File: src/rtl/reg_write_arbiter_if.sv
// Requester/bank bundle for the working-register write-port arbiter.
// Requesters drive req_*; the arbiter returns the grant and the bank write strobe/data.
interface reg_write_arbiter_if #(
   parameter int unsigned NUM_REQ = 3,
   parameter int unsigned NUM_REG = 8,
   parameter int unsigned ADDR_W  = 3,
   parameter int unsigned DATA_W  = 20
);
   logic [NUM_REQ-1:0]        req_valid;
   logic [NUM_REQ-1:0]        req_lock;
   logic [NUM_REQ*ADDR_W-1:0] req_addr;
   logic [NUM_REQ*DATA_W-1:0] req_data;
   logic [NUM_REQ-1:0]        gnt;
   logic [NUM_REG-1:0]        wr_en;
   logic [DATA_W-1:0]         wr_data;
   logic                      owner_vld;
   logic                      addr_err;

   modport master (
      output req_valid, req_lock, req_addr, req_data,
      input  gnt, wr_en, wr_data, owner_vld, addr_err
   );

   modport slave (
      input  req_valid, req_lock, req_addr, req_data,
      output gnt, wr_en, wr_data, owner_vld, addr_err
   );
endinterface

File: src/rtl/reg_write_arbiter.sv
// Round-robin arbiter for the write port of the negedge-capture register bank, with an
// optional bounded lock so one requester can issue short back-to-back write bursts.
module reg_write_arbiter #(
   parameter int unsigned NUM_REQ   = 3,
   parameter int unsigned NUM_REG   = 8,
   parameter int unsigned ADDR_W    = 3,
   parameter int unsigned DATA_W    = 20,
   parameter int unsigned MAX_BURST = 4
) (
   input logic                clk,
   input logic                rst_n,
   reg_write_arbiter_if.slave bus
);

   localparam int unsigned PTR_W = (NUM_REQ > 1) ? $clog2(NUM_REQ) : 1;
   localparam int unsigned CNT_W = $clog2(MAX_BURST + 1);

   typedef enum logic [0:0] {StIdle, StOwn} state_e;

   state_e             state_q, state_d;
   logic [PTR_W-1:0]   rr_ptr_q, rr_ptr_d;
   logic [PTR_W-1:0]   owner_q, owner_d;
   logic [CNT_W-1:0]   burst_cnt_q, burst_cnt_d;
   logic [NUM_REQ-1:0] gnt_q, gnt_d;
   logic [NUM_REG-1:0] wr_en_q, wr_en_d;
   logic [DATA_W-1:0]  wr_data_q, wr_data_d;
   logic               addr_err_q, addr_err_d;

   logic               grant;
   logic               arb;
   logic [PTR_W-1:0]   win;
   logic [ADDR_W-1:0]  win_addr;
   logic               addr_ok;

   // Arbitration and FSM next state
   always_comb begin
      state_d     = state_q;
      rr_ptr_d    = rr_ptr_q;
      owner_d     = owner_q;
      burst_cnt_d = burst_cnt_q;
      grant       = 1'b0;
      arb         = 1'b0;
      win         = '0;

      unique case (state_q)
         StIdle: arb = 1'b1;
         StOwn: begin
            if (bus.req_valid[owner_q]) begin
               grant       = 1'b1;
               win         = owner_q;
               burst_cnt_d = burst_cnt_q + 1'b1;
               if (!bus.req_lock[owner_q] || (32'(burst_cnt_q) + 1 == MAX_BURST)) begin
                  state_d     = StIdle;
                  burst_cnt_d = '0;
               end
            end else begin
               // Owner went quiet: release and arbitrate in the same cycle.
               state_d     = StIdle;
               burst_cnt_d = '0;
               arb         = 1'b1;
            end
         end
         default: state_d = StIdle;
      endcase

      if (arb) begin
         for (int k = 0; k < int'(NUM_REQ); k++) begin
            int idx;
            idx = (int'(rr_ptr_q) + k) % int'(NUM_REQ);
            if (!grant && bus.req_valid[idx]) begin
               grant = 1'b1;
               win   = PTR_W'(idx);
            end
         end
         if (grant) begin
            rr_ptr_d = (32'(win) == NUM_REQ - 1) ? '0 : win + 1'b1;
            if (bus.req_lock[win] && (MAX_BURST > 1)) begin
               state_d     = StOwn;
               owner_d     = win;
               burst_cnt_d = CNT_W'(1);
            end
         end
      end
   end

   assign win_addr = bus.req_addr[32'(win)*ADDR_W +: ADDR_W];
   assign addr_ok  = 32'(win_addr) < NUM_REG;

   // Registered output next state; wr_data holds when nothing is granted
   always_comb begin
      gnt_d      = '0;
      wr_en_d    = '0;
      wr_data_d  = wr_data_q;
      addr_err_d = 1'b0;
      if (grant) begin
         for (int i = 0; i < int'(NUM_REQ); i++) begin
            gnt_d[i] = (32'(win) == i);
         end
         for (int r = 0; r < int'(NUM_REG); r++) begin
            wr_en_d[r] = addr_ok && (32'(win_addr) == r);
         end
         wr_data_d  = bus.req_data[32'(win)*DATA_W +: DATA_W];
         addr_err_d = !addr_ok;
      end
   end

   always_ff @(posedge clk or negedge rst_n) begin
      if (!rst_n) begin
         state_q     <= StIdle;
         rr_ptr_q    <= '0;
         owner_q     <= '0;
         burst_cnt_q <= '0;
         gnt_q       <= '0;
         wr_en_q     <= '0;
         wr_data_q   <= '0;
         addr_err_q  <= 1'b0;
      end else begin
         state_q     <= state_d;
         rr_ptr_q    <= rr_ptr_d;
         owner_q     <= owner_d;
         burst_cnt_q <= burst_cnt_d;
         gnt_q       <= gnt_d;
         wr_en_q     <= wr_en_d;
         wr_data_q   <= wr_data_d;
         addr_err_q  <= addr_err_d;
      end
   end

   assign bus.gnt       = gnt_q;
   assign bus.wr_en     = wr_en_q;
   assign bus.wr_data   = wr_data_q;
   assign bus.owner_vld = (state_q == StOwn);
   assign bus.addr_err  = addr_err_q;

endmodule

File: src/flat_wrapper.sv
// flat-port wrapper written by rule: the top's interface ports become plain ports
module reg_write_arbiter_flat 
#(
   parameter int unsigned NUM_REQ   = 3,
   parameter int unsigned NUM_REG   = 8,
   parameter int unsigned ADDR_W    = 3,
   parameter int unsigned DATA_W    = 20,
   parameter int unsigned MAX_BURST = 4
)
  (clk, rst_n, bus_req_valid, bus_req_lock, bus_req_addr, bus_req_data, bus_gnt, bus_wr_en, bus_wr_data, bus_owner_vld, bus_addr_err);
  reg_write_arbiter_if #(.NUM_REQ(NUM_REQ), .NUM_REG(NUM_REG), .ADDR_W(ADDR_W), .DATA_W(DATA_W)) bus_i ();
  input logic clk;
  input logic rst_n;
  input wire logic [$bits(bus_i.req_valid)-1:0] bus_req_valid;
  input wire logic [$bits(bus_i.req_lock)-1:0] bus_req_lock;
  input wire logic [$bits(bus_i.req_addr)-1:0] bus_req_addr;
  input wire logic [$bits(bus_i.req_data)-1:0] bus_req_data;
  output wire logic [$bits(bus_i.gnt)-1:0] bus_gnt;
  output wire logic [$bits(bus_i.wr_en)-1:0] bus_wr_en;
  output wire logic [$bits(bus_i.wr_data)-1:0] bus_wr_data;
  output wire logic [$bits(bus_i.owner_vld)-1:0] bus_owner_vld;
  output wire logic [$bits(bus_i.addr_err)-1:0] bus_addr_err;
  assign bus_i.req_valid = bus_req_valid;
  assign bus_i.req_lock = bus_req_lock;
  assign bus_i.req_addr = bus_req_addr;
  assign bus_i.req_data = bus_req_data;
  assign bus_gnt = bus_i.gnt;
  assign bus_wr_en = bus_i.wr_en;
  assign bus_wr_data = bus_i.wr_data;
  assign bus_owner_vld = bus_i.owner_vld;
  assign bus_addr_err = bus_i.addr_err;
  reg_write_arbiter #(.NUM_REQ(NUM_REQ), .NUM_REG(NUM_REG), .ADDR_W(ADDR_W), .DATA_W(DATA_W), .MAX_BURST(MAX_BURST)) u_core (.clk(clk), .rst_n(rst_n), .bus(bus_i));
endmodule
File: config.mk
export PLATFORM = sky130hd
export DESIGN_NAME = reg_write_arbiter_flat
export DESIGN_NICKNAME = d
export VERILOG_FILES = /design/src/rtl/reg_write_arbiter_if.sv /design/src/rtl/reg_write_arbiter.sv /design/src/flat_wrapper.sv
export SDC_FILE = /design/constraint.sdc
export NUM_CORES = 1
export LEC_CHECK = 0
export CORE_ASPECT_RATIO = 0.8
export CORE_MARGIN = 2
export CORE_UTILIZATION = 40
export DETAILED_ROUTE_END_ITERATION = 10
export PLACE_DENSITY = 0.82
export SLEW_MARGIN = 20
export SYNTH_ARGS = -nofsm -noshare
export SYNTH_HDL_FRONTEND = slang
export SYNTH_SLANG_ARGS = --single-unit
File: constraint.sdc
create_clock -name clk -period 2.75 [get_ports clk]
set_input_delay 0.55 -clock clk [delete_from_list [all_inputs] [get_ports clk]]
set_output_delay 0.55 -clock clk [all_outputs]
set_load 0.005 [all_outputs]
After elaboration in Yosys (flattened, before gate mapping). Cells that the tools add are included. Widths: inputs -> output; s select.

Add/subtract/negate cells: 5. Multiply operators: 2. Divide/modulo/power cells: 3. Order comparisons: 5. Eq/ne operators: 11. Shifts and indexed selects: 2. Mux-type cells: 48. Bitwise gates (word level): 1. Reductions and logical operators: 12.

Operators with widths (count): $lt 32x4->1 const B (3); $mod 32x3->32 const B (2); $shiftx 60x8->20 (1); $eq 32x3->1 const B (1); $mod 3x3->32 const B (1); $mux 1 (25); $mux 3 (7); $mux 2 (8); $bmux 1 s2 (6); $eq 3x3->1 const B (4); $shiftx 9x5->3 (1); $mux 8 (1); $eq 3x2->1 const B (2); $lt 2x3->1 const B (2); $mul 2x3->5 const B (1); $add 3x1->4 const B (1); $eq 2x2->1 const B (2); $logic_not 1->1 (4); $mul 2x2->4 const B (1); $add 2x1->3 const B (1); $add 2x2->3 const B (1); $add 3x1->3 const B (1); $eq 3x1->1 const B (1); $logic_and 1x1->1 (3); 9 further kinds (9).

Register bits: 39. Latch bits: 0. Bits in writable memories: 0. ROM bits: 0. Output and inout port bits: 33. Memories kept: 0.

Depth between registers and ports, before layout. Gate-level depths: netlist (run 1).

Word-level depth: 21. Depth in mapped cells: 11. Mapped depth without buffers: 9.

Worst setup path before layout (run 1). Ideal clock, no wire load.

Path kind: register -> register. From: register u_core.rr_ptr_q[1]. To: register u_core.wr_en_q[4], in the netlist u_core.bus.wr_en[4]. Setup time: 0.134 ns. Data arrival time: 2.342 ns. Required time: 2.616 ns. Slack: 0.275 ns. Cell stages (with the launch flop): 12. Buffers on the path: 2. Path through: dfrtp_1 -> inv_1 -> ha_1 -> buf_6 -> mux2i_1 -> mux2i_1 -> or3_4 -> a31oi_2 -> buf_6 -> mux2_2 -> a32oi_1 -> nor2_1.

Word-level cells in the longest chain between the ends: 20. Elaborated cells between the ends (all ways): 35. Those cells by class: add/sub (2); mul (1); div (3); eq/ne (1); shift (1); mux (22); reduce/logical (5).

Ends and longest elaborated chain: start: declaration (line reg_write_arbiter.sv:21) `logic [PTR_W-1:0] rr_ptr_q, rr_ptr_d;`; start signal: assignment (line reg_write_arbiter.sv:119) `rr_ptr_q <= rr_ptr_d;`; parallel branches: the longest is 19 deep, another holds $mod 32x3->32; $mux 8 (*) (line reg_write_arbiter.sv:95) `if (grant) begin`; net u_core.wr_en_d[4] (line reg_write_arbiter.sv:25) `logic [NUM_REG-1:0] wr_en_q, wr_en_d;`; end signal: assignment (line reg_write_arbiter.sv:123) `wr_en_q <= wr_en_d;`; end: declaration (line reg_write_arbiter.sv:25).

Mark *: on every way through the listed nets, which the timed path passes. The select of a mux whose other input is x is not followed. A chain may end at the register's enable or synchronous reset.

Worst setup path in the final report (run 1).
From: input port bus_req_valid[1]. To: register u_core.owner_q[0].

Word-level cells in the longest chain between the ends: 19. Elaborated cells between the ends (all ways): 36. Those cells by class: mux (29); reduce/logical (7).

Ends and longest elaborated chain: start: declaration (line flat_wrapper.sv:14) `input wire logic [$bits(bus_i.req_valid)-1:0] bus_req_valid;`; $bmux 1 s2 (line reg_write_arbiter.sv:48) `if (bus.req_valid[owner_q]) begin`; $mux 1 (implied by the code) (line reg_write_arbiter.sv:48); $mux 1 (line reg_write_arbiter.sv:48); $mux 1 (line reg_write_arbiter.sv:45) `unique case (state_q)`; $logic_not 1->1 (line reg_write_arbiter.sv:70) `if (!grant && bus.req_valid[idx]) begin`; $logic_and 1x1->1 (line reg_write_arbiter.sv:70); $mux 1 (line reg_write_arbiter.sv:70); $mux 1 (line reg_write_arbiter.sv:66) `if (arb) begin`; (+3 left out); $mux 1 (line reg_write_arbiter.sv:66); $logic_not 1->1 (line reg_write_arbiter.sv:70); $logic_and 1x1->1 (line reg_write_arbiter.sv:70); $mux 2 (line reg_write_arbiter.sv:70); $mux 2 (line reg_write_arbiter.sv:66); $bmux 1 s2 (line reg_write_arbiter.sv:77) `if (bus.req_lock[win] && (MAX_BURST > 1)) begin`; $mux 1 (implied by the code) (line reg_write_arbiter.sv:77); $reduce_and 3->1 (no source line); end signal: assignment (line reg_write_arbiter.sv:120) `owner_q <= owner_d;`; end: declaration (line reg_write_arbiter.sv:22) `logic [PTR_W-1:0] owner_q, owner_d;`.

Several ways; a longest one is shown, not always the timed one. The select of a mux whose other input is x is not followed.

==> flow_metrics.py, run 1 <==
metrics = {
    "pwr": {
        "clockPowerShare_pct": 10.0,
        "swShare_pct": 38.77,
        "leakagePower_nw": 1.650,
        "p_switching_mw": 1.767,
        "sequentialPowerShare_pct": 22.1,
        "p_int_mw": 2.791,
        "combPwrFrac_pct": 67.9,
        "power.density_nw_per_um2": 1194,
        "ir_worst_vdd_v": 0.0006059,
    },
    "route": {
        "ant_nets": 0,
        "first_pass_iters": 4,
        "vias": 2262,
        "drc": 0,
        "finalWirelength_microns": 6933,
        "wl_per_cell_microns": 15.94,
        "drt-initial-drc-count": 135,
        "viasPerCell": 5.200,
    },
    "clock_tree": {
        "cts_made_buffers": 5,
        "cts.hold.buffers_added": 0,
        "cts_tree": "built",
        "clock_path_buffers": 2,
        "clkSinkCount": 39,
        "clk_pin_slew_ns": 0.08,
        "clk_latency_ns": 0.29,
        "cts_htree_levels": 2,
        "cts_root_buf": "clkbuf_8",
    },
    "logic_synthesis": {
        "mappedNetlistArea_sq_um": 2255,
        "synthCells": 225,
        "synth_area_per_cell_sq_um": 10.02,
        "synthArstFlopShare_pct": 100.0,
        "synth_fp_nets": 307,
        "ys.flop_type": "dfrtp_1",
        "synth_edf_count": 0,
        "seq_area_frac_synth_pct": 43.29,
        "synth_seq_cells": 39,
        "yosysUniqueCellTypes": 43,
        "yosysWarnings": 0,
    },
    "floorplan": {
        "dieWidth_microns": 87.94,
        "core_sq_um": 5435,
        "fp-row-count": 24,
        "initial_utilization_pct": 41.48,
        "io_pins": 110,
        "dieHeight_microns": 71.15,
        "die_area_sq_um": 6257,
    },
    "grt": {
        "gr-total-overflow": 0,
        "grt_max_degree": 40,
        "grt_pass1_vias": 2209,
        "antenna_found_initial": 0,
        "grt_usage_pct": 21.17,
        "grt_pass1_wl_microns": 10390,
    },
    "timing": {
        "drv_slew": 0,
        "period_share_pct": 98.46,
        "slew_headroom_pct": 41.53,
        "max_clock_freq_mhz": 369.3,
        "worst_pin_slew_ns": 0.8771,
        "hold_viol": 0,
        "fin_ws_ns": 0.04225,
        "rsz0062_at_grt": "true",
        "finalSetupViolCount": 0,
        "period_needed_ns": 2.708,
        "fin_skew_ns": 0.008973,
    },
    "placed_design": {
        "io_buffers": 108,
        "dp_slack_ns": -0.3052,
        "hpwlAfterDp_microns": 4993,
        "place_congestion": 0.8063,
        "placedCellCount": 419,
    },
    "layout": {
        "final_common_cell": "clkdlybuf4s50_1",
        "area_delta_synth_final_pct": 69.31,
        "layout.nets": 439,
        "layout_common_cells": "107 x clkdlybuf4s50_1, 38 x dfrtp_1, 27 x buf_4",
        "drive_above_1_share_pct": 17.65,
        "final_util_pct": 70.23,
        "layoutNonFillerInstCount": 435,
        "diodes": 0,
    },
    "setup_path": {
        "endpoint_kind": "flip-flop",
        "crit_arrival_ns": 2.91,
        "r2r_start": "u_core.rr_ptr_q[1]",
        "crit_fanout": 7,
        "required_ns": 2.95,
        "crit_path_start": "bus_req_valid[1]",
        "cp-start-kind": "primary input",
        "path_class": "in2reg",
    },
    "job": {
        "max_cap_violations": 0,
    },
    "min_path": {
        "hp-class": "in2async",
    },
    "status": {
        "outcome": "complete, no violations",
    },
}
## path summary, 6_finish.rpt
kind	to	slack (ns)	cells past startpoint
worst max-delay path	u_core.owner_q[0]	0.04	10
worst min-delay path	u_core.bus.wr_data[0]	0.38	1
worst max register to register	u_core.bus.owner_vld	0.09	10
worst min register to register	u_core.bus.wr_data[5]	0.52	2
max in group asynchronous	u_core.rr_ptr_q[1]	1.77	1
min in group clk	u_core.bus.wr_data[5]	0.52	2
## layout make-up
class,count,area [sq um]
Tap cell,78,97.59
Inverter,11,41.29
Clock buffer,6,72.57
Multi-Input combinational cell,160,1246
Fill cell,412,1618
Sequential cell,39,977.2
Clock inverter,1,30.03
Timing Repair Buffer,140,1353
## power by group through the flow
stage | sequential (mW) | combinational [mW] | clock [mW]
floorplan | 1.01 | 1.54 | 0
global placement | 0.996 | 2.59 | 0
detailed placement | 1.01 | 2.67 | 0
CTS | 1.00 | 2.76 | 0.471
global route | 1.04 | 3.35 | 0.496
finish | 1.01 | 3.09 | 0.455
## metrics by stage
| stage | hold slack (ns) | cell area, sq um | TNS (ns) | power, mW |
|---|---|---|---|---|
| finish | 0.3807 | 3817 | 0 | 4.558 |
| global placement | 0.4964 | 3530 | -3.818 | 3.591 |
| global route | 0.4493 | 3817 | -0.4225 | 4.883 |
| CTS | 0.4128 | 3677 | 0 | 4.236 |
| detailed placement | 0.5080 | 3530 | -6.821 | 3.675 |
| floorplan | 0.2544 | 2255 | 0 | 2.543 |
## repair_timing
action / in CTS / in global routing
setup endpoints to repair: 11 / 35
gates resized for setup: 5 / 20
endpoints found under the hold margin: 0 / 0
pin swaps: 2 / 4
buffers inserted: 2 / 7
cloned: 0 / 0
## synth_stat cells (3+ instances only)
master / instances / share of area (%)
mux2i_1: 28 / 12
buf_4: 4 / 1.3
o22ai_1: 3 / 0.83
buf_2: 4 / 0.89
dfrtp_1: 39 / 43
nand3_1: 3 / 0.67
nand2b_1: 6 / 1.7
ha_1: 5 / 2.8
clkbuf_1: 4 / 0.67
inv_1: 11 / 1.8
nor2b_1: 4 / 1.1
a22oi_1: 21 / 7.0
nand2_1: 9 / 1.5
nor3_1: 7 / 1.6
mux2_2: 3 / 1.5
o21ai_0: 28 / 6.2
nor2_1: 8 / 1.3
a32oi_1: 3 / 1.2
and3_1: 4 / 1.1
## cell families after synthesis
logic type	after synthesis	share of synthesized area, %
AND/OR/NAND/NOR	52	12.32
buffers and inverters	26	5.937
adder cells (fa/ha/maj)	5	2.775
flip-flops	39	43.29
AO/OA/AOI/OAI	71	21.59
other	1	0.1663
multiplexers	31	13.93
## flip-flops by register name (all words and copies together) (netlist names)
register              count
u_core.owner_q            2
u_core.bus.wr_data       20
u_core.bus.wr_en          8
u_core.bus.owner_vld      1
u_core.rr_ptr_q           2
u_core.bus.gnt            3
u_core.burst_cnt_q        3
## per-layer routing
layer / vias to the layer above / track usage [%] / wire, microns
met1: 1056 / 27.06 / 2814
met5: - / 0 / 0
met4: 0 / 5.128 / 76
met3: 8 / 5.368 / 526
met2: 105 / 35.94 / 3517
li1: 1093 / - / -
## critical path, stage by stage
cell and delay [ns]:
clkdlybuf4s50_1 0.57, buf_4 0.15, inv_1 0.05, nor4_1 0.47
or3_4 0.24, a31oi_4 0.08, buf_12 0.16, mux2i_1 0.15
or2_1 0.25, a211oi_2 0.22
No activity file was read; power rests on OpenSTA's default activity.
==> run 2, diff against run 1 <==
Settings changed: CELL_PAD_IN_SITES_DETAIL_PLACEMENT from default to 0, CELL_PAD_IN_SITES_GLOBAL_PLACEMENT from default to 1, CORE_UTILIZATION 40 to 30, PLACE_DENSITY 0.82 to default, PLACE_DENSITY_LB_ADDON from default to 0.2, RECOVER_POWER from default to 50.
==> flow_metrics.py, run 2 (synthesis gave the netlist of run 1 again) <==
metrics = {
    "status": {
        "outcome": "finished with violations",
        "violations": "max-capacitance violations, max-slew violations",
    },
    "grt": {
        "grt_max_degree": 40,
        "gr-total-overflow": 0,
        "grt_pass1_wl_microns": 10680,
        "antenna_found_initial": 0,
        "grt_usage_pct": 16.38,
        "grt_pass1_vias": 2197,
    },
    "timing": {
        "fin_skew_ns": 0.005299,
        "period_needed_ns": 2.713,
        "fin_ws_ns": 0.03664,
        "hold_viol": 0,
        "max_clock_freq_mhz": 368.5,
        "period_share_pct": 98.67,
        "worst_pin_slew_ns": 2.064,
        "slew_headroom_pct": -37.60,
        "finalSetupViolCount": 0,
        "drv_slew": 40,
    },
    "layout": {
        "layout_common_cells": "92 x clkdlybuf4s50_1, 39 x buf_4, 38 x dfrtp_1",
        "layout.nets": 448,
        "fin_area_sq_um": 3840,
        "layoutNonFillerInstCount": 457,
        "diodes": 0,
        "area_delta_synth_final_pct": 70.31,
        "final_common_cell": "clkdlybuf4s50_1",
        "largest_reg_flops": 20,
        "drive_above_1_share_pct": 18.53,
    },
    "floorplan": {
        "core_sq_um": 7357,
        "die_area_sq_um": 8229,
        "fp-row-count": 28,
        "dieHeight_microns": 81.54,
        "io_pins": 110,
        "initial_utilization_pct": 30.65,
        "dieWidth_microns": 100.9,
    },
    "setup_path": {
        "path_class": "in2reg",
        "crit_arrival_ns": 2.91,
        "cp-start-kind": "primary input",
        "endpoint_kind": "flip-flop",
        "crit_fanout": 4,
        "required_ns": 2.95,
    },
    "placed_design": {
        "hpwlAfterDp_microns": 5343,
        "placedCellCount": 444,
        "io_buffers": 108,
        "place_congestion": 0.8145,
        "post_dp_cell_area_sq_um": 3630,
        "dp_slack_ns": -0.2012,
    },
    "clock_tree": {
        "cts_root_buf": "clkbuf_8",
        "clk_pin_slew_ns": 0.07,
        "cts_made_buffers": 5,
        "clock_path_buffers": 2,
        "clk_latency_ns": 0.29,
        "cts_tree": "built",
        "cts_htree_levels": 2,
        "clkSinkCount": 39,
        "cts.hold.buffers_added": 0,
    },
    "pwr": {
        "ir_worst_vdd_v": 0.0004216,
        "combPwrFrac_pct": 67.8,
        "sequentialPowerShare_pct": 22.7,
        "p_switching_mw": 1.712,
        "clockPowerShare_pct": 9.5,
        "leakagePower_nw": 1.705,
        "p_int_mw": 2.704,
        "swShare_pct": 38.76,
        "power.density_nw_per_um2": 1150,
    },
    "route": {
        "vias": 2243,
        "drt-initial-drc-count": 71,
        "wl_per_cell_microns": 15.07,
        "finalWirelength_microns": 6887,
        "ant_nets": 0,
        "first_pass_iters": 4,
        "drc": 0,
        "viasPerCell": 4.908,
    },
    "job": {
        "max_cap_violations": 1,
    },
    "min_path": {
        "hp-class": "reg2reg",
    },
}
[run 2: cell types whose count changed in the layout (fill, tap and decap cells not counted), sizes merged]
cell           change
buf                +8
bufinv             -1
clkbuf             +3
clkdlybuf4s50     -15
dlygate4sd3       +15
[run 2: final cells by class]
cell class | instances | area (sq um)
flip-flops and latches | 39 | 977.2
repair buffers | 149 | 1399
well taps | 90 | 112.6
clock buffers | 8 | 100.1
multi-input cells | 160 | 1210
inverters | 11 | 41.29
fillers | 686 | 3517
[run 2: what timing repair did]
action / 4_1_cts / 5_1_grt
buffers inserted: 0 / 5
gates resized for setup: 0 / 16
endpoints found under the setup margin: 0 / 26
[run 2: worst max-delay path: stages]
cell             delay (ns)
clkdlybuf4s50_1        0.49
mux2i_2                0.24
mux2i_2                0.14
or4_4                  0.49
o211ai_2               0.17
buf_6                  0.13
nand2_1                0.06
o32a_1                 0.42
nor3_2                 0.22
[run 2: metal layers]
layer	GRT usage, %	vias up	wire [microns]	part of all wire (%)
li1	-	1111	-	-
met1	21.79	1062	3132	45
met2	26.60	65	3246	47
met3	4.596	5	453	6.6
met4	4.054	0	55	0.80
met5	0	-	0	0
[run 2: path summary, 6_finish.rpt]
path                                              from                     end  slack (ns)  depth (start not counted)
worst max-delay path                  bus_req_valid[1]     u_core.bus.wr_en[3]        0.04                          9
worst min-delay path            u_core.bus.wr_data[17]  u_core.bus.wr_data[17]        0.52                          2
worst max register to register      u_core.rr_ptr_q[1]     u_core.bus.wr_en[3]        0.11                         10
worst min register to register  u_core.bus.wr_data[17]  u_core.bus.wr_data[17]        0.52                          2
max in group asynchronous                        rst_n      u_core.rr_ptr_q[1]        0.58                          1
min in group asynchronous                        rst_n      u_core.rr_ptr_q[1]        0.85                          1
[run 2: power groups by stage]
stage | Clock (mW) | Combinational (mW) | Sequential (mW)
after CTS | 0.439 | 2.84 | 1.00
after global placement | 0 | 2.81 | 1.00
final | 0.421 | 2.99 | 1.00
after global routing | 0.462 | 3.31 | 1.03
after floorplan | 0 | 1.54 | 1.01
after detailed placement | 0 | 2.83 | 1.01
[run 2: through the flow]
step           util, %  hold slack [ns]  total power, mW  setup TNS (ns)
2_1_floorplan        -           0.2544            2.543               0
3_3_place_gp     49.34           0.4986            3.806          -2.314
3_5_place_dp     49.34           0.5093            3.843          -3.663
4_1_cts          50.70           0.4022            4.281               0
5_1_grt          52.19           0.5527            4.809         -0.6324
6_report         52.19           0.5211            4.416               0
